## src/rtl/hazard_pkg.sv

```systemverilog
// Shared types for the pipeline hazard/flush sequencer.
package hazard_pkg;

  localparam int DLY_W = 2;

  typedef enum logic {RUN, DELAY} hz_state_e;

  typedef struct packed {
    logic pc_write;
    logic ifid_write;
    logic ifid_flush;
    logic idex_write;
    logic idex_flush;
  } hz_ctrl_t;

endpackage

```

## src/rtl/hazard_perf_cnt.sv

```systemverilog
// Saturating event counter; clears on reset and sticks at all-ones.
module hazard_perf_cnt #(
  parameter int W = 32
) (
  input  logic         clk,
  input  logic         rst,
  input  logic         inc,
  output logic [W-1:0] cnt
);

  logic [W-1:0] cnt_q, cnt_d;

  // next count: increment unless already saturated
  always_comb begin
    cnt_d = cnt_q;
    if (inc && (cnt_q != {W{1'b1}})) cnt_d = cnt_q + 1'b1;
  end

  // count register with synchronous active-low clear
  always_ff @(posedge clk) begin
    if (!rst) cnt_q <= '0;
    else      cnt_q <= cnt_d;
  end

  assign cnt = cnt_q;

endmodule

```

## src/rtl/hazard_ctrl.sv

```systemverilog
// Pipeline hazard and flush sequencer for the 5-stage core.
// Load-use detection, redirect flush with a post-redirect delay window,
// and whole-pipe freeze on memory wait. All decisions are combinational;
// only the delay window (state/dly_cnt) is registered.
// Optional: define HAZARD_PERF_EN to add saturating perf counters.
module hazard_ctrl
  import hazard_pkg::*;
#(
  parameter int FLUSH_DELAY = 1,
  parameter int REG_W       = 5
) (
  input  logic             clk,
  input  logic             rst,
  input  logic [REG_W-1:0] id_rs1,
  input  logic [REG_W-1:0] id_rs2,
  input  logic             id_rs1_used,
  input  logic             id_rs2_used,
  input  logic             ex_memread,
  input  logic [REG_W-1:0] ex_rd,
  input  logic             ex_jump,
  input  logic             ex_branch,
  input  logic             ex_branch_taken,
  input  logic             imem_wait,
  input  logic             dmem_wait,
  output logic             pc_write,
  output logic             ifid_write,
  output logic             ifid_flush,
  output logic             idex_write,
  output logic             idex_flush,
  output logic             load_use_hazard,
  output logic             redirect,
  output logic             jump_delay,
  output logic             pipe_freeze
`ifdef HAZARD_PERF_EN
  ,
  output logic [31:0]      perf_lu_cnt,
  output logic [31:0]      perf_flush_cnt,
  output logic [31:0]      perf_freeze_cnt
`endif
);

  hz_state_e        state_q, state_d;
  logic [DLY_W-1:0] dly_q, dly_d;
  hz_ctrl_t         ctrl;
  logic             lu_match, redir_req, mem_wait;

  assign mem_wait  = imem_wait | dmem_wait;
  assign redir_req = ex_jump | (ex_branch & ex_branch_taken);
  // x0 is never a real dependency, so a load to x0 never stalls
  assign lu_match  = ex_memread && (ex_rd != '0) &&
                     ((id_rs1_used && (id_rs1 == ex_rd)) ||
                      (id_rs2_used && (id_rs2 == ex_rd)));

  // priority decode: reset > freeze > redirect > delay window > load-use
  always_comb begin
    ctrl            = '{pc_write: 1'b1, ifid_write: 1'b1, ifid_flush: 1'b0,
                        idex_write: 1'b1, idex_flush: 1'b0};
    load_use_hazard = 1'b0;
    redirect        = 1'b0;
    pipe_freeze     = 1'b0;
    state_d         = state_q;
    dly_d           = dly_q;
    if (!rst) begin
      ctrl = '{pc_write: 1'b0, ifid_write: 1'b0, ifid_flush: 1'b1,
               idex_write: 1'b0, idex_flush: 1'b1};
    end else if (mem_wait) begin
      // EX is held, so a pending transfer re-resolves once memory is ready
      pipe_freeze = 1'b1;
      ctrl        = '0;
    end else if (redir_req) begin
      redirect = 1'b1;
      ctrl     = '{pc_write: 1'b1, ifid_write: 1'b1, ifid_flush: 1'b1,
                   idex_write: 1'b1, idex_flush: 1'b1};
      dly_d    = FLUSH_DELAY[DLY_W-1:0];
      state_d  = (FLUSH_DELAY != 0) ? DELAY : RUN;
    end else if (state_q == DELAY) begin
      // fetches still in flight are wrong-path; squash them, ignore load-use
      ctrl    = '{pc_write: 1'b1, ifid_write: 1'b1, ifid_flush: 1'b1,
                  idex_write: 1'b1, idex_flush: 1'b1};
      dly_d   = dly_q - 2'd1;
      state_d = (dly_q == 2'd1) ? RUN : DELAY;
    end else if (lu_match) begin
      // one bubble into EX; the load moves on to MEM next cycle
      load_use_hazard = 1'b1;
      ctrl = '{pc_write: 1'b0, ifid_write: 1'b0, ifid_flush: 1'b0,
               idex_write: 1'b1, idex_flush: 1'b1};
    end
  end

  // delay-window state register
  always_ff @(posedge clk) begin
    if (!rst) begin
      state_q <= RUN;
      dly_q   <= '0;
    end else begin
      state_q <= state_d;
      dly_q   <= dly_d;
    end
  end

  assign pc_write   = ctrl.pc_write;
  assign ifid_write = ctrl.ifid_write;
  assign ifid_flush = ctrl.ifid_flush;
  assign idex_write = ctrl.idex_write;
  assign idex_flush = ctrl.idex_flush;
  assign jump_delay = (state_q == DELAY);

`ifdef HAZARD_PERF_EN
  hazard_perf_cnt #(.W(32)) u_lu_cnt (
    .clk(clk), .rst(rst), .inc(load_use_hazard), .cnt(perf_lu_cnt));
  hazard_perf_cnt #(.W(32)) u_flush_cnt (
    .clk(clk), .rst(rst), .inc(redirect | jump_delay), .cnt(perf_flush_cnt));
  hazard_perf_cnt #(.W(32)) u_freeze_cnt (
    .clk(clk), .rst(rst), .inc(pipe_freeze), .cnt(perf_freeze_cnt));
`endif

endmodule

```

## config.mk

```make
export PLATFORM = sky130hd
export DESIGN_NAME = hazard_ctrl
export DESIGN_NICKNAME = d
export VERILOG_FILES = /design/src/rtl/hazard_pkg.sv /design/src/rtl/hazard_perf_cnt.sv /design/src/rtl/hazard_ctrl.sv
export SDC_FILE = /design/constraint.sdc
export NUM_CORES = 1
export LEC_CHECK = 0
export CAP_MARGIN = 10
export CORE_AREA = 2 2 39 41
export CTS_CLUSTER_DIAMETER = 50
export DETAILED_ROUTE_END_ITERATION = 12
export DIE_AREA = 0 0 41 43
export GPL_TIMING_DRIVEN = 0
export PLACE_DENSITY = 0.71
export SKIP_CTS_REPAIR_TIMING = 1
export SYNTH_ARGS = -nofsm -noshare
export SYNTH_HDL_FRONTEND = slang
export SYNTH_HIERARCHICAL = 1
export SYNTH_SLANG_ARGS = --single-unit
```

## constraint.sdc

```tcl
create_clock -name clk -period 1.5 [get_ports clk]
set_input_delay 0.225 -clock clk [delete_from_list [all_inputs] [get_ports clk]]
set_output_delay 0.225 -clock clk [all_outputs]
set_load 0.005 [all_outputs]
```

# Yosys cells after proc, flatten, opt, wreduce, memory -nomap -nowiden
# Index checks and enable logic that the tools add are counted.
dict set report totals {
  ff_bits 3
  input_bits 25
  output_inout_bits 9
  elab_cells 38
}
dict set report classes {
  add_sub_neg 1
  n_eq_ne 3
  n_mux 20
  bitwise 4
  n_reduce_logical 8
}
# cell count
set op_table {}
lappend op_table {{2-to-1 mux 5 bit} 5}
lappend op_table {{2-to-1 mux 1 bit} 13}
lappend op_table {{== test 5 bit} 2}
lappend op_table {{nonzero test 5 bit} 1}
lappend op_table {{logical AND 1 bit} 4}
lappend op_table {{2-to-1 mux 2 bit} 2}
lappend op_table {{== test 2 x 1 -> 1 bit (second input constant)} 1}
lappend op_table {{bitwise OR 1 bit} 2}
lappend op_table {{AND reduction 2 bit} 1}
lappend op_table {{nonzero test 2 bit} 1}
lappend op_table {{subtractor 2 x 1 -> 2 bit (second input constant)} 1}
lappend op_table {{bitwise AND 1 bit} 1}
lappend op_table {{logical OR 1 bit} 1}
lappend op_table {{inverter 1 bit} 1}

# Logic depth before layout (Yosys ltp)
dict set report depth {
  word_depth 9
  mapped_depth 5
  mapped_depth_nobuf 5
}

# Least setup slack after synthesis
# OpenSTA, ideal clock, no wires.
dict set report synth_path {
  path_kind {input to output}
  startpoint {input port ex_rd[2]}
  endpoint {output port pc_write}
  arrival_ns 1.227
  required_time_ns 1.275
  setup_slack_ns 0.048
  path_stages 5
  cell_sequence {xor2_1 > nor4_2 > a32oi_1 > o31a_1 > buf_4}
}
dict set report synth_via {
  elab_chain_cells 9
}
# element line_no
set synth_rtl {}
lappend synth_rtl {{start, declared} hazard_ctrl.sv:19} ;# input logic [REG_W-1:0] ex_rd,
lappend synth_rtl {{== test 5 bit (on tied branches)} {hazard_ctrl.sv:51, hazard_ctrl.sv:52}}
lappend synth_rtl {{logical AND 1 bit (on tied branches)} {hazard_ctrl.sv:51, hazard_ctrl.sv:52}}
lappend synth_rtl {{logical OR 1 bit} hazard_ctrl.sv:51} ;# ((id_rs1_used && (id_rs1 == ex_rd)) ||
lappend synth_rtl {{logical AND 1 bit *} hazard_ctrl.sv:50} ;# assign lu_match = ex_memread && (ex_rd != '0) &&
lappend synth_rtl {{2-to-1 mux 5 bit *} hazard_ctrl.sv:82} ;# end else if (lu_match) begin
lappend synth_rtl {{2-to-1 mux 5 bit *} hazard_ctrl.sv:76} ;# end else if (state_q == DELAY) begin
lappend synth_rtl {{2-to-1 mux 5 bit *} hazard_ctrl.sv:70} ;# end else if (redir_req) begin
lappend synth_rtl {{2-to-1 mux 5 bit *} hazard_ctrl.sv:66} ;# end else if (mem_wait) begin
lappend synth_rtl {{2-to-1 mux 5 bit *} hazard_ctrl.sv:63} ;# if (!rst) begin
lappend synth_rtl {{end, declared} hazard_ctrl.sv:25} ;# output logic pc_write,
# Mark *: on every way between the ends. The rest lies on a longest branch, timed or not.

# Worst setup path after layout
dict set report layout_path {
  startpoint {input port id_rs2[2]}
  endpoint {output port pc_write}
}
dict set report layout_via {
  elab_chain_cells 9
}
# element line_no
set layout_rtl {}
lappend layout_rtl {{start, declared} hazard_ctrl.sv:15} ;# input logic [REG_W-1:0] id_rs2,
lappend layout_rtl {{== test 5 bit} hazard_ctrl.sv:52} ;# (id_rs2_used && (id_rs2 == ex_rd)));
lappend layout_rtl {{logical AND 1 bit} hazard_ctrl.sv:52}
lappend layout_rtl {{logical OR 1 bit} hazard_ctrl.sv:51}
lappend layout_rtl {{logical AND 1 bit} hazard_ctrl.sv:50}
lappend layout_rtl {{2-to-1 mux 5 bit} hazard_ctrl.sv:82}
lappend layout_rtl {{2-to-1 mux 5 bit} hazard_ctrl.sv:76}
lappend layout_rtl {{2-to-1 mux 5 bit} hazard_ctrl.sv:70}
lappend layout_rtl {{2-to-1 mux 5 bit} hazard_ctrl.sv:66}
lappend layout_rtl {{2-to-1 mux 5 bit} hazard_ctrl.sv:63}
# No other way between the ends.

==> results.tsv <==
metric	value	unit
drc	0	
ys_ff_latch	3	
cts.clk_slew.worst_paths	0.04	ns
num_antenna_cells	0	
netlist_area	335	sq um
setup_viol	4	
max_cap_viol_count	0	
core	1380	sq um
synth.avg_cell_area	7.62	sq um
cpPeakStageDelay	0.30	ns
wire_per_inst	11.6	um
finClkSkew	0.00299	ns
dr_wl_met3	103	um
synth_common_cells	8 x xor2_1, 5 x nor2_1, 4 x inv_1, 4 x nand2_1, 3 x dfxtp_1	
dr.pass1.iters	2	
cp_data_required_time	1.27	ns
ys_types	22	
multi_input_area	332	sq um
dieArea	1760	sq um
tritoncts	yes	
htree_levels	1	
drive_gt1_share	41.1	%
crit_type	in2out	
grt_pass1_wl	1690	um
gp_congestion	0.696	
wl_met2	707	um
crit_family	compound AO/OA/AOI/OAI gates	
clock_latency	0.23	ns
rsz0062_at_grt	true	
final.fill_count	112	
fp.dieW	41	um
grtUsageTotal	13.8	%
ant_nets	0	
place.port_buffers	33	
crit_arrival	1.59	ns
worst_pin_slew	0.245	ns
fp.dieH	43	um
violations	negative setup slack	
wirelength_met1	422	um
via_count	505	
cp_common_cell	buf_6	
path_cells	buf_6 -> xor2_1 -> nor4_2 -> a32oi_2 -> o31a_1 -> buf_4 -> buf_6 -> buf_6	
grt_max_degree	8	
synth_nets	70	
slew_headroom	83.6	%
synth_top_flop_cell	dfxtp_1	
clockBufferDepth	2	
hold_class	in2reg	
synth_top_area_share	20.9	%
io_pins	34	
place_hpwl	889	um
crit_path_end_kind	output port	
start_kind	primary input	
synth_edf_count	0	
fmax	551	MHz
yosysWarnings	6	
top_layer	met3	
grt-ovfl-total	0	
cp_num_buf_inv	4	
status	complete, but fails checks	
clkSinkCount	3	
regArea	61.3	sq um
drv_slew	0	
synth_cells	44	
critPathSlowestCell	nor4_2	
fin_nets	117	
cts-root-buf	clkbuf_4	
async_reset_ff_share	0	%
final-hold-violation-count	0	
start_util	24.2	%
dr.first_iter.drc_count	2	
routed_via_density	4.76	
grt_pass1_vias	458	
power_leakage	0.521	nW
design_area	880	sq um
place_area	686	sq um
period_minus_slack	1.82	ns
power_density	471	nW/um^2
area_growth	162	%
wl	1230	um
yosysTopAreaCell	xor2_1	
fin_ws	-0.316	ns
finalPower	0.414	mW
antenna_found_initial	0	
timing.final.crit_share	121	%
irDropWorstVdd	0.312	mV
synth_most_common_cell	xor2_1	
crit_path_max_fanout	3	
numCtsBuffers	3	
seq_area_frac_synth	17.9	%
rows	14	
ys_top_cells_by_area	xor2_1 21%, dfxtp_1 18%, nor2_1 5.6%, xnor2_1 5.2%, inv_1 4.5%	
## metrics by stage
step / cells / util, % / hold WS, ns / setup TNS [ns] / setup slack (ns)
2_1_floorplan: 44 / - / 0.388 / 0 / 0.0484
3_3_place_gp: 93 / 49.5 / 0.461 / -5.17 / -0.942
5_1_grt: 106 / 63.6 / 0.418 / -1.15 / -0.371
6_report: 106 / 63.6 / 0.397 / -0.885 / -0.316
3_5_place_dp: 93 / 49.5 / 0.474 / -5.31 / -0.972
4_1_cts: 97 / 51.4 / 0.478 / -5.36 / -0.974
## kinds of logic after synthesis
| family | synth area share [%] |
|---|---|
| xor+xnor | 26.1 |
| simple gates | 23.5 |
| compound gates | 22.0 |
| buf+inv | 6.72 |
| flops | 17.9 |
| fa+ha+maj | 3.73 |
## final cells by class
type,instances,share of cell area [%]
Timing Repair Buffer,42,47.1
Multi-Input combinational cell,36,37.7
Sequential cell,3,6.97
Clock buffer,4,2.99
Tap cell,16,2.28
Inverter,4,1.71
Buffer,1,1.28
## state kept, by name, indices dropped and copies added, names as in the netlist
name	count
dly_q	2
jump_delay	1
## where the power goes
part / internal [mW] / switching, mW
registers: 0.0844 / 0.00347
clock network: 0.0997 / 0.0415
logic: 0.112 / 0.0733
total: 0.296 / 0.118
## layout by cell type (no fill, tap or decap), types with 2 or more instances in the layout
master and count:
a21oi_1 2, buf_2 2, buf_4 9, buf_6 6, clkbuf_2 4, clkbuf_4 3, clkdlybuf4s50_1 6, dfxtp_1 2
dlymetal6s2s_1 16, inv_1 4, nand2_1 2, nand2_2 2, nor2_1 4, nor4_2 2, xor2_1 7
## tightest hold or removal path, stage by stage
cell            delay (ns)
dlymetal6s2s_1        0.17
inv_1                 0.13
a211oi_1              0.05
## layer usage
layer,GRT usage (%),vias up
li1,-,247
met1,14.6,233
met2,23.8,25
met3,6.81,0
met4,2.00,0
met5,0,-
## final timing paths
check / to / cells after the start / slack, ns / startpoint
min reg2reg: dly_q[0]$_SDFFE_PN0P_ / 1 / 0.48 / dly_q[0]$_SDFFE_PN0P_
min: dly_q[0]$_SDFFE_PN0P_ / 3 / 0.40 / rst
max reg2reg: dly_q[0]$_SDFFE_PN0P_ / 4 / 0.38 / jump_delay$_SDFFE_PN0P_
max: pc_write / 8 / -0.32 / id_rs2[2]
(Power assumes the default switching activity.)
